`src/rtl/obuf_drain.sv`:
```
// Output-buffer drain: after a MAC pass, reads each 64-bit word of the result
// buffer, unpacks its valid 16-bit elements and streams them row-major to the host.
module obuf_drain #(
    parameter bit CLEAR_AFTER_READ = 1'b0,
    parameter int ELEM_W           = 16
) (
    input  logic                CLK,
    input  logic                RSTN,
    input  logic [11:0]         MNT,
    input  logic                START,
    output logic                EN_O,
    output logic                RW_O,
    output logic [3:0]          ADDR_O,
    output logic [4*ELEM_W-1:0] WDATA_O,
    input  logic [4*ELEM_W-1:0] RDATA_O,
    output logic [ELEM_W-1:0]   DOUT,
    output logic                DOUT_VALID,
    input  logic                DOUT_READY,
    output logic [2:0]          DOUT_ROW,
    output logic [2:0]          DOUT_COL,
    output logic                DOUT_LAST,
    output logic                BUSY,
    output logic                DONE,
    output logic                ERR
);
    localparam int WORD_W = 4 * ELEM_W;

    typedef enum logic [2:0] {
        IDLE   = 3'd0,
        RD_REQ = 3'd1,
        RD_CAP = 3'd2,
        CLR    = 3'd3,
        EMIT   = 3'd4,
        FIN    = 3'd5
    } state_t;

    // Element 0 sits in the most significant slice of the word.
    function automatic logic [ELEM_W-1:0] pick_elem(input logic [WORD_W-1:0] word,
                                                     input logic [1:0] idx);
        logic [ELEM_W-1:0] e;
        case (idx)
            2'd0:    e = word[4*ELEM_W-1 -: ELEM_W];
            2'd1:    e = word[3*ELEM_W-1 -: ELEM_W];
            2'd2:    e = word[2*ELEM_W-1 -: ELEM_W];
            default: e = word[ELEM_W-1:0];
        endcase
        return e;
    endfunction

    function automatic logic [2:0] elems_in_word(input logic [3:0] t, input logic w);
        logic [3:0] rem;
        logic [2:0] n;
        rem = t - 4'd4;
        if (w) begin
            n = rem[2:0];
        end else if (t > 4'd4) begin
            n = 3'd4;
        end else begin
            n = t[2:0];
        end
        return n;
    endfunction

    function automatic logic [3:0] word_addr(input logic [2:0] row, input logic w,
                                             input logic two_per_row);
        logic [3:0] a;
        if (two_per_row) begin
            a = {row, w};
        end else begin
            a = {1'b0, row};
        end
        return a;
    endfunction

    function automatic logic mnt_legal(input logic [11:0] mnt);
        logic [3:0] m;
        logic [3:0] t;
        m = mnt[11:8];
        t = mnt[3:0];
        return (m != 4'd0) && (m <= 4'd8) && (t != 4'd0) && (t <= 4'd8);
    endfunction

    function automatic logic is_last_pos(input logic [2:0] row, input logic [2:0] col,
                                         input logic [3:0] m, input logic [3:0] t);
        return ({1'b0, row} == (m - 4'd1)) && ({1'b0, col} == (t - 4'd1));
    endfunction

    state_t              state_q, state_d;
    logic [3:0]          m_q, m_d;
    logic [3:0]          t_q, t_d;
    logic [2:0]          row_q, row_d;
    logic                w_q, w_d;
    logic [1:0]          elem_q, elem_d;
    logic [WORD_W-1:0]   hold_q, hold_d;
    logic                en_q, en_d;
    logic                rw_q, rw_d;
    logic [3:0]          addr_q, addr_d;
    logic [ELEM_W-1:0]   dout_q, dout_d;
    logic                valid_q, valid_d;
    logic [2:0]          orow_q, orow_d;
    logic [2:0]          col_q, col_d;
    logic                last_q, last_d;
    logic                busy_q, busy_d;
    logic                done_q, done_d;
    logic                err_q, err_d;

    logic                wpr2_s;
    logic [2:0]          n_elem_s;
    logic                last_word_s;
    logic                word_end_s;
    logic [2:0]          nxt_row_s;
    logic                nxt_w_s;
    logic [2:0]          first_col_s;
    logic [1:0]          nxt_idx_s;
    logic [2:0]          nxt_col_s;
    logic                mnt_n_unused_s;

    assign mnt_n_unused_s = ^MNT[7:4];

    // Geometry of the word currently being walked and the position that follows it.
    always_comb begin
        wpr2_s      = (t_q > 4'd4);
        n_elem_s    = elems_in_word(t_q, w_q);
        last_word_s = ({1'b0, row_q} == (m_q - 4'd1)) && (w_q == wpr2_s);
        word_end_s  = ({1'b0, elem_q} == (n_elem_s - 3'd1));
        first_col_s = {w_q, 2'b00};
        nxt_idx_s   = elem_q + 2'd1;
        nxt_col_s   = col_q + 3'd1;
        if (w_q || !wpr2_s) begin
            nxt_w_s   = 1'b0;
            nxt_row_s = row_q + 3'd1;
        end else begin
            nxt_w_s   = 1'b1;
            nxt_row_s = row_q;
        end
    end

    // Next-state and registered-output logic; outputs are computed for the state being entered.
    always_comb begin
        state_d = state_q;
        m_d     = m_q;
        t_d     = t_q;
        row_d   = row_q;
        w_d     = w_q;
        elem_d  = elem_q;
        hold_d  = hold_q;
        en_d    = 1'b1;
        rw_d    = 1'b0;
        addr_d  = addr_q;
        dout_d  = dout_q;
        valid_d = valid_q;
        orow_d  = orow_q;
        col_d   = col_q;
        last_d  = last_q;
        busy_d  = busy_q;
        done_d  = 1'b0;
        err_d   = err_q;

        case (state_q)
            IDLE: begin
                if (START) begin
                    if (mnt_legal(MNT)) begin
                        m_d     = MNT[11:8];
                        t_d     = MNT[3:0];
                        row_d   = 3'd0;
                        w_d     = 1'b0;
                        err_d   = 1'b0;
                        busy_d  = 1'b1;
                        en_d    = 1'b0;
                        addr_d  = 4'd0;
                        state_d = RD_REQ;
                    end else begin
                        err_d   = 1'b1;
                        done_d  = 1'b1;
                        busy_d  = 1'b0;
                        state_d = FIN;
                    end
                end else begin
                    state_d = IDLE;
                end
            end
            RD_REQ: begin
                state_d = RD_CAP;
            end
            RD_CAP: begin
                hold_d = RDATA_O;
                if (CLEAR_AFTER_READ) begin
                    en_d    = 1'b0;
                    rw_d    = 1'b1;
                    state_d = CLR;
                end else begin
                    // Present element 0 straight from the bus so it appears one cycle earlier.
                    elem_d  = 2'd0;
                    dout_d  = pick_elem(RDATA_O, 2'd0);
                    valid_d = 1'b1;
                    orow_d  = row_q;
                    col_d   = first_col_s;
                    last_d  = is_last_pos(row_q, first_col_s, m_q, t_q);
                    state_d = EMIT;
                end
            end
            CLR: begin
                elem_d  = 2'd0;
                dout_d  = pick_elem(hold_q, 2'd0);
                valid_d = 1'b1;
                orow_d  = row_q;
                col_d   = first_col_s;
                last_d  = is_last_pos(row_q, first_col_s, m_q, t_q);
                state_d = EMIT;
            end
            EMIT: begin
                if (DOUT_READY) begin
                    if (word_end_s) begin
                        valid_d = 1'b0;
                        last_d  = 1'b0;
                        if (last_word_s) begin
                            done_d  = 1'b1;
                            busy_d  = 1'b0;
                            state_d = FIN;
                        end else begin
                            row_d   = nxt_row_s;
                            w_d     = nxt_w_s;
                            en_d    = 1'b0;
                            addr_d  = word_addr(nxt_row_s, nxt_w_s, wpr2_s);
                            state_d = RD_REQ;
                        end
                    end else begin
                        elem_d = nxt_idx_s;
                        dout_d = pick_elem(hold_q, nxt_idx_s);
                        col_d  = nxt_col_s;
                        last_d = is_last_pos(row_q, nxt_col_s, m_q, t_q);
                    end
                end else begin
                    state_d = EMIT;
                end
            end
            FIN: begin
                valid_d = 1'b0;
                busy_d  = 1'b0;
                state_d = IDLE;
            end
            default: begin
                valid_d = 1'b0;
                busy_d  = 1'b0;
                state_d = IDLE;
            end
        endcase
    end

    // State and output registers; the buffer enable idles high (deselected).
    always_ff @(posedge CLK or negedge RSTN) begin
        if (!RSTN) begin
            state_q <= IDLE;
            m_q     <= 4'd0;
            t_q     <= 4'd0;
            row_q   <= 3'd0;
            w_q     <= 1'b0;
            elem_q  <= 2'd0;
            hold_q  <= {WORD_W{1'b0}};
            en_q    <= 1'b1;
            rw_q    <= 1'b0;
            addr_q  <= 4'd0;
            dout_q  <= {ELEM_W{1'b0}};
            valid_q <= 1'b0;
            orow_q  <= 3'd0;
            col_q   <= 3'd0;
            last_q  <= 1'b0;
            busy_q  <= 1'b0;
            done_q  <= 1'b0;
            err_q   <= 1'b0;
        end else begin
            state_q <= state_d;
            m_q     <= m_d;
            t_q     <= t_d;
            row_q   <= row_d;
            w_q     <= w_d;
            elem_q  <= elem_d;
            hold_q  <= hold_d;
            en_q    <= en_d;
            rw_q    <= rw_d;
            addr_q  <= addr_d;
            dout_q  <= dout_d;
            valid_q <= valid_d;
            orow_q  <= orow_d;
            col_q   <= col_d;
            last_q  <= last_d;
            busy_q  <= busy_d;
            done_q  <= done_d;
            err_q   <= err_d;
        end
    end

    assign EN_O       = en_q;
    assign RW_O       = rw_q;
    assign ADDR_O     = addr_q;
    assign WDATA_O    = {WORD_W{1'b0}};
    assign DOUT       = dout_q;
    assign DOUT_VALID = valid_q;
    assign DOUT_ROW   = orow_q;
    assign DOUT_COL   = col_q;
    assign DOUT_LAST  = last_q;
    assign BUSY       = busy_q;
    assign DONE       = done_q;
    assign ERR        = err_q;

endmodule

```
`config.mk`:
```
export PLATFORM = sky130hd
export DESIGN_NAME = obuf_drain
export DESIGN_NICKNAME = d
export VERILOG_FILES = /design/src/rtl/obuf_drain.sv
export SDC_FILE = /design/constraint.sdc
export NUM_CORES = 1
export LEC_CHECK = 0
export CAP_MARGIN = 20
export CORE_AREA = 2 2 149 78
export CTS_CLUSTER_SIZE = 40
export DETAILED_ROUTE_END_ITERATION = 8
export DIE_AREA = 0 0 151 80
export DONT_BUFFER_PORTS = 1
export PLACE_DENSITY = 0.77
export SLEW_MARGIN = 25
export SYNTH_ARGS = -nofsm -noshare
export SYNTH_HDL_FRONTEND = slang
export SYNTH_SLANG_ARGS = --single-unit
export TNS_END_PERCENT = 30
```
`constraint.sdc`:
```
create_clock -name CLK -period 2.55 [get_ports CLK]
set_input_delay 0.51 -clock CLK [delete_from_list [all_inputs] [get_ports CLK]]
set_output_delay 0.51 -clock CLK [all_outputs]
set_load 0.03 [all_outputs]
```
Word level (Yosys, flattened, before mapping) --
Cells that the tools add are included. Widths: inputs -> output; s select.
Word-level totals: register bits after elaboration 113, input bits 80
Operators by class: add/sub/neg operators 7, magnitude comparators 3, equality and inequality tests 19, muxes and demuxes 61, bitwise logic cells 2, reductions and logical operators 26
Operators with widths (count):
- $pmux 16 s3 | 2
- $mux 3 | 15
- $mux 16 | 2
- $mux 4 | 6
- $mux 1 | 23
- $ne 2x2->1 const B | 7
- $eq 3x4->1 | 3
- $pmux 3 s2 | 2
- $pmux 3 s4 | 1
- $reduce_and 3->1 | 4
- $le 4x4->1 const B | 2
- $pmux 1 s2 | 4
- $pmux 4 s2 | 1
- $reduce_bool 4->1 | 2
- $sub 4x1->4 const B | 2
- $add 3x1->3 const B | 2
- $eq 3x2->1 const B | 2
- $logic_and 1x1->1 | 6
- $pmux 1 s3 | 2
- $reduce_and 6->1 | 1
- $reduce_and 5->1 | 1
- $gt 4x3->1 const B | 1
- $mux 2 | 2
- $pmux 2 s2 | 1
- 20 further kinds | 24

Logic depth before layout (Yosys ltp) --
Gate-level depths: netlist of the first run.
depth after elaboration 9, mapped depth 11

Worst setup path after synthesis of the first run --
Ideal clock, no wire load.
path kind register -> register, start reg t_q[0], end reg state_q[2], library setup time 132 ps, arrival 2638 ps, slack -220 ps, cell stages (with the launch flop) 12, buffers on the path 1, cell sequence dfrtp_1 inv_1 ha_1 inv_1 a21oi_1 o21ai_0 ha_1 xor2_1 o221a_4 o21ai_4 buf_6 or3b_1
On the way: cells in the longest elaborated chain, start to end 7
RTL lines:
- start, declared | line 90 | logic [3:0] t_q, t_d;
- start signal, assigned | line 274 | t_q <= t_d;
- parallel branches: the longest is 7 deep, another holds $gt 4x3->1
- end signal, assigned | line 272 | state_q <= state_d;
- end, declared | line 88 | state_t state_q, state_d;
Parallel ways; which one is timed is not known. The select of a mux whose other input is x is not followed. A chain may end at the register's enable or synchronous reset.

Worst setup path after layout of the first run --
start reg t_q[1], end reg state_q[2]
The elaborated chain is that of the path after synthesis.

==> results of run 1 <==
-- state kept, by name, summed over array words and instances, names as in the netlist, 2 cells and up --
name      count
DOUT_ROW      3
m_q           4
row_q         3
hold_q       64
state_q       3
DOUT         16
t_q           4
elem_q        2
DOUT_COL      3
ADDR_O        4
-- kinds of logic after synthesis --
group / count (synthesis) / synth area share [%]
AOI/OAI and AO/OA: 119 / 14.0
xor gates and xnor gates: 12 / 1.71
adders and majority gates: 12 / 2.45
buffers and inverters: 106 / 10.9
DFF: 113 / 46.1
muxes: 90 / 16.4
other: 1 / 0.0612
and+or+nand+nor: 107 / 8.37
-- cells in the final DEF (no fill, tap or decap), types with 3 or more instances in the layout --
cell type and instances:
nand2_1 44, mux2_2 82, or2_2 4, a21boi_0 16
and2_1 3, clkinv_2 3, nand2b_1 3, clkbuf_8 3
o31ai_1 3, xor2_1 3, nor2_1 26, mux2i_1 8
o22ai_1 32, and3_1 3, a21oi_1 22, ha_1 10
clkinvlp_4 3, dfrtp_1 111, inv_1 10, o21ai_0 12
clkbuf_16 17, clkbuf_1 3, buf_4 23, buf_12 4
xnor2_1 8, a222oi_1 16, conb_1 65, nand3_1 4
-- metrics by stage --
stage,area [um2],util (%),setup TNS [ns],setup WS [ns]
final,6880,64.0,0,0.0793
after global routing,6880,64.0,0,0.00165
after CTS,6790,63.2,0,0.00104
after detailed placement,6170,57.4,-1.81,-0.118
after global placement,6170,57.4,-0.421,-0.0270
after floorplan,6410,-,0,0.0396
-- per-layer routing --
| layer | track usage [%] | share of wire, % | up-vias | wire (um) |
|---|---|---|---|---|
| li1 | - | - | 1938 | - |
| met1 | 33.3 | 41 | 2174 | 6170 |
| met2 | 38.2 | 44 | 263 | 6730 |
| met3 | 10.5 | 13 | 37 | 1950 |
| met4 | 10.7 | 2.2 | 4 | 332 |
| met5 | 0 | 0.14 | - | 21 |
-- what timing repair did --
action,CTS,global route
setup endpoints to repair,18,15
buffers inserted,1,4
hold endpoints to repair,113,113
cloned,1,1
gates resized for setup,2,6
pin swaps,1,2
-- worst max-delay path: cells and delay by family (launching register included) --
kind	cells	cell delay, ns
simple gates	3	0.83
flops	1	0.35
xor+xnor	1	0.18
compound gates	2	0.38
buf+inv	2	0.22
fa+ha+maj	2	0.39
-- power breakdown --
group          internal (mW)  switching, mW  leakage [nW]
clock network           1.51          0.843         0.279
registers               2.63           1.07          1.39
logic                   2.08           2.13          1.41
-- layout make-up --
type	instances	share of cell area (%)
clock buffer	23	6.95
sequential	113	41.1
clock inverter	9	1.55
multi-input combinational	407	43.3
inverter	11	0.600
timing repair buffer	28	3.84
tap	145	2.64
-- worst paths after layout --
kind                             from          end  slack (ns)  cells after the start
max                            t_q[1]   state_q[2]        0.08                     10
min                              RSTN  DOUT_ROW[1]       -0.20                      0
max reg2reg                    t_q[1]   state_q[2]        0.08                     10
min reg2reg                hold_q[32]   hold_q[32]        0.51                      1
max in group asynchronous        RSTN   hold_q[21]        2.56                      0
min in group CLK              MNT[11]       m_q[3]        0.21                      2
==> flow_summary.ini, run 1 <==
[run_status]
outcome = finished, violations left
failed_checks = hold timing

[floorplan]
die_width_um = 151
core_region_area_um2 = 10700
die_area_um2 = 12100
die_h_um = 80
pin_count = 177
fp-row-count = 27
initial_core_util_pct = 57.1

[setup_path]
crit_required_ns = 2.83
path_cells = inv_1 > ha_2 > or3b_4 > nand3_4 > ha_4 > xor2_4 > o221a_4 > o21ai_4 > buf_4 > or3b_1
cp-end-kind = flip-flop
start_kind = flip-flop
arrival_ns = 2.75
cp_max_fo = 4
slowest_stage = or3b_4
cp_slowest_stage_delay_ns = 0.39
crit_type = flip-flop to flip-flop

[grt]
grt_use_total_pct = 25.7
first_global_vias = 4321
antenna_found_initial = 2
globalRouteOverflowTotal = 0
grt_pass1_wl_um = 23200
grt_max_degree = 114

[clock_tree]
clock-sinks = 113
cts.htree.levels = 4
numCtsBuffers = 17
clock_path_buffers = 2
clk_latency_ns = 0.41
cts_tree = done
cts_root_buf = clkbuf_16
clk_pin_slew_ns = 0.05

[synthesis]
synthTopCellsByCount = dfrtp_1 (112), mux2_2 (82), buf_4 (66)
synthFlopType = dfrtp_1
yosys.area.top_type_share_pct = 45.7
yosysMostFrequentCell = dfrtp_1
avgSynthCellArea_um2 = 11.0
synthTopCellsByArea = dfrtp_1 (46%), mux2_2 (15%), buf_4 (8.1%), o22ai_1 (3.3%), nand2_1 (2.7%)
synthArstFlopShare_pct = 100
synth_edf_count = 0
yosysSeqAreaShare_pct = 46.1
ys_types = 53
synth_top_cell_by_area = dfrtp_1
netlist_area_um2 = 6130
syn_inst = 560
synth-seq-cells = 113
ys_warn_count = 0

[timing]
post-route-min-period_ns = 2.47
max_freq_ghz = 0.405
relSlewSlack_pct = 39.8
worstMarginPinSlew_ns = 0.900
finalSetupViolCount = 0
drv_slew = 0
finalCritPeriodShare_pct = 96.9
grt_setup_unrepaired = false
hold_viol = 113
skew_ns = 0.00693
hold_ws_ns = -0.202

[routing]
vias = 4416
routed_wl_um = 15200
vias_per_cell = 6.00
avgRoutedWirePerCell_um = 20.7
ant_nets = 0
drt_iter0_drc = 530
post-route-drc-count = 0
firstDrtPassIters = 6

[cells_and_area]
regArea_um2 = 2830
fillers = 804
fin_nets = 670
instances_no_fill = 736
diodes = 0
drive_above_1_share_pct = 27.7
area_growth_pct = 12.2
multi_input_area_um2 = 2980

[power]
ir_drop_uv = 600
total_power_mw = 10.3
leakage_nw = 3.08
p_per_area_nw_per_um2 = 1490

[placed_design]
routabilityCongestion = 0.927
io_buffer_count = 0
dp_cells = 697
hpwl_um = 10400

[min_path]
hold_path_class = input port to asynchronous set/reset pin

[run]
cap_viol_max_count = 0
Power figures use the tool's default switching activity.
==> inputs of run 2 (changes only) <==
- HOLD_SLACK_MARGIN: default -> 0.05
- SKIP_CTS_REPAIR_TIMING: default -> 1
==> run 2 against run 1 <==
Net effect:
- the flow still finishes with violations (hold timing)
- clock power about the same
- non-clock buffer count down 4
- combinational power down 4%
- cell count down 0.68%
- critical path depth unchanged
- global-route usage down 0.31 points
- via count down 1.6%
- flip-flop and latch count unchanged
- register-to-register slack worse by 0.04 ns
==> flow_summary.ini, run 2 (synthesized netlist as in run 1, its figures left out) <==
[routing]
ant_nets = 0
firstDrtPassIters = 8
vias = 4347
post-route-drc-count = 0
routed_wl_um = 14800
drt_iter0_drc = 495
vias_per_cell = 5.95
avgRoutedWirePerCell_um = 20.3

[cells_and_area]
largest_reg_flops = 64
drive_above_1_share_pct = 27.1
fillers = 818
layout_common_cells = dfrtp_1 (111), mux2_2 (82), conb_1 (65)
postLayoutCellArea_um2 = 6810
top_register = hold_q
fin_nets = 665
area_growth_pct = 11.0
final_common_cell = dfrtp_1
post-route-util_pct = 63.4
diodes = 0

[timing]
finalSetupViolCount = 0
grt_setup_unrepaired = true
max_freq_ghz = 0.398
relSlewSlack_pct = 41.4
finalCritPeriodShare_pct = 98.6
hold_ws_ns = -0.199
skew_ns = 0.00718
hold_viol = 113
worstMarginPinSlew_ns = 0.876
post-route-min-period_ns = 2.51
drv_slew = 0
tns_ns = 0

[setup_path]
slowest_stage = or3b_4
cp_max_fo = 9
crit_required_ns = 2.83
crit_type = flip-flop to flip-flop
cp-end-kind = flip-flop
r2r_slack_ns = 0.04
cp_slowest_stage_delay_ns = 0.40
arrival_ns = 2.80
start_kind = flip-flop
path_cells = inv_1 > ha_2 > or3b_4 > nand3_2 > ha_4 > xor2_4 > o221a_4 > o21ai_4 > buf_4 > or3b_1

[placed_design]
place_area_um2 = 6170
routabilityCongestion = 0.927
io_buffer_count = 0
hpwl_um = 10400

[floorplan]
core_region_area_um2 = 10700
die_h_um = 80
initial_core_util_pct = 57.1
pin_count = 177
die_area_um2 = 12100
die_width_um = 151
fp-row-count = 27

[power]
combinationalPowerShare_pct = 40.3
seqPwrFrac_pct = 36.5
p_per_area_nw_per_um2 = 1480
internal_power_mw = 6.14
ir_drop_uv = 589
swShare_pct = 39.2
power.net_switching_mw = 3.96
p_clk_share_pct = 23.2
leakage_nw = 3.05

[clock_tree]
clock-sinks = 113
clock_path_buffers = 2
numCtsBuffers = 17
cts.htree.levels = 4
clk_pin_slew_ns = 0.05
cts_root_buf = clkbuf_16
cts_tree = done
clk_latency_ns = 0.40

[run]
cap_viol_max_count = 0

[min_path]
hold_path_class = input port to asynchronous set/reset pin

[grt]
grt_use_total_pct = 25.4
globalRouteOverflowTotal = 0
first_global_vias = 4294
antenna_found_initial = 2
grt_pass1_wl_um = 22900
grt_max_degree = 114

[run_status]
failed_checks = hold timing
outcome = finished, violations left
==> run 2: cell types whose count changed in the layout (fill, tap and decap cells not counted), sizes merged <==
cell	previous run	this run
o21ai	16	15
buf	28	24
==> run 2: final timing paths <==
check / endpoint / from / depth (start not counted)
max reg2reg: state_q[2] / t_q[1] / 10
max: state_q[2] / t_q[1] / 10
min: DOUT_ROW[1] / RSTN / 0
min in group CLK: m_q[3] / MNT[11] / 2
min reg2reg: hold_q[15] / hold_q[15] / 1
max in group asynchronous: EN_O / RSTN / 0
==> run 2: through the flow <==
stage / cells / worst slack, ns / power [mW]
final: 731 / 0.0363 / 10.1
after global routing: 731 / -0.0549 / 10.7
after CTS: 729 / -0.135 / 9.95
after detailed placement: 697 / -0.118 / 7.56
after global placement: 697 / -0.0270 / 7.32
after floorplan: 624 / 0.0396 / 6.59
==> run 2: layout make-up <==
| class | count | area (um2) | area share (%) |
|---|---|---|---|
| Sequential cell | 113 | 2830 | 41.6 |
| Inverter | 11 | 41.3 | 0.606 |
| Multi-Input combinational cell | 406 | 2950 | 43.4 |
| Timing Repair Buffer | 24 | 218 | 3.20 |
| Tap cell | 145 | 181 | 2.66 |
| Clock buffer | 23 | 478 | 7.02 |
| Clock inverter | 9 | 106 | 1.56 |
==> run 2: critical path, delay by kind of cell, from the launching register on <==
kind / cells / cell delay (ns)
flip-flops: 1 / 0.35
AND/OR/NAND/NOR: 3 / 0.85
adder cells (fa/ha/maj): 2 / 0.39
AO/OA/AOI/OAI: 2 / 0.38
XOR/XNOR: 1 / 0.19
buffers and inverters: 2 / 0.23
==> run 2: power groups by stage <==
| stage | Sequential (mW) | Combinational [mW] | Clock [mW] |
|---|---|---|---|
| 3_3_place_gp | 3.66 | 3.66 | 0 |
| 4_1_cts | 3.69 | 3.89 | 2.37 |
| 2_1_floorplan | 3.47 | 3.11 | 0 |
| 5_1_grt | 3.81 | 4.43 | 2.46 |
| 3_5_place_dp | 3.72 | 3.84 | 0 |
| 6_report | 3.69 | 4.07 | 2.34 |
==> run 2: routing by layer <==
layer | track usage, % | wire (um) | vias to the layer above
li1 | - | - | 1923
met4 | 10.7 | 278 | 4
met3 | 10.7 | 1910 | 32
met5 | 0 | 21 | -
met1 | 32.5 | 5980 | 2141
met2 | 37.9 | 6630 | 247
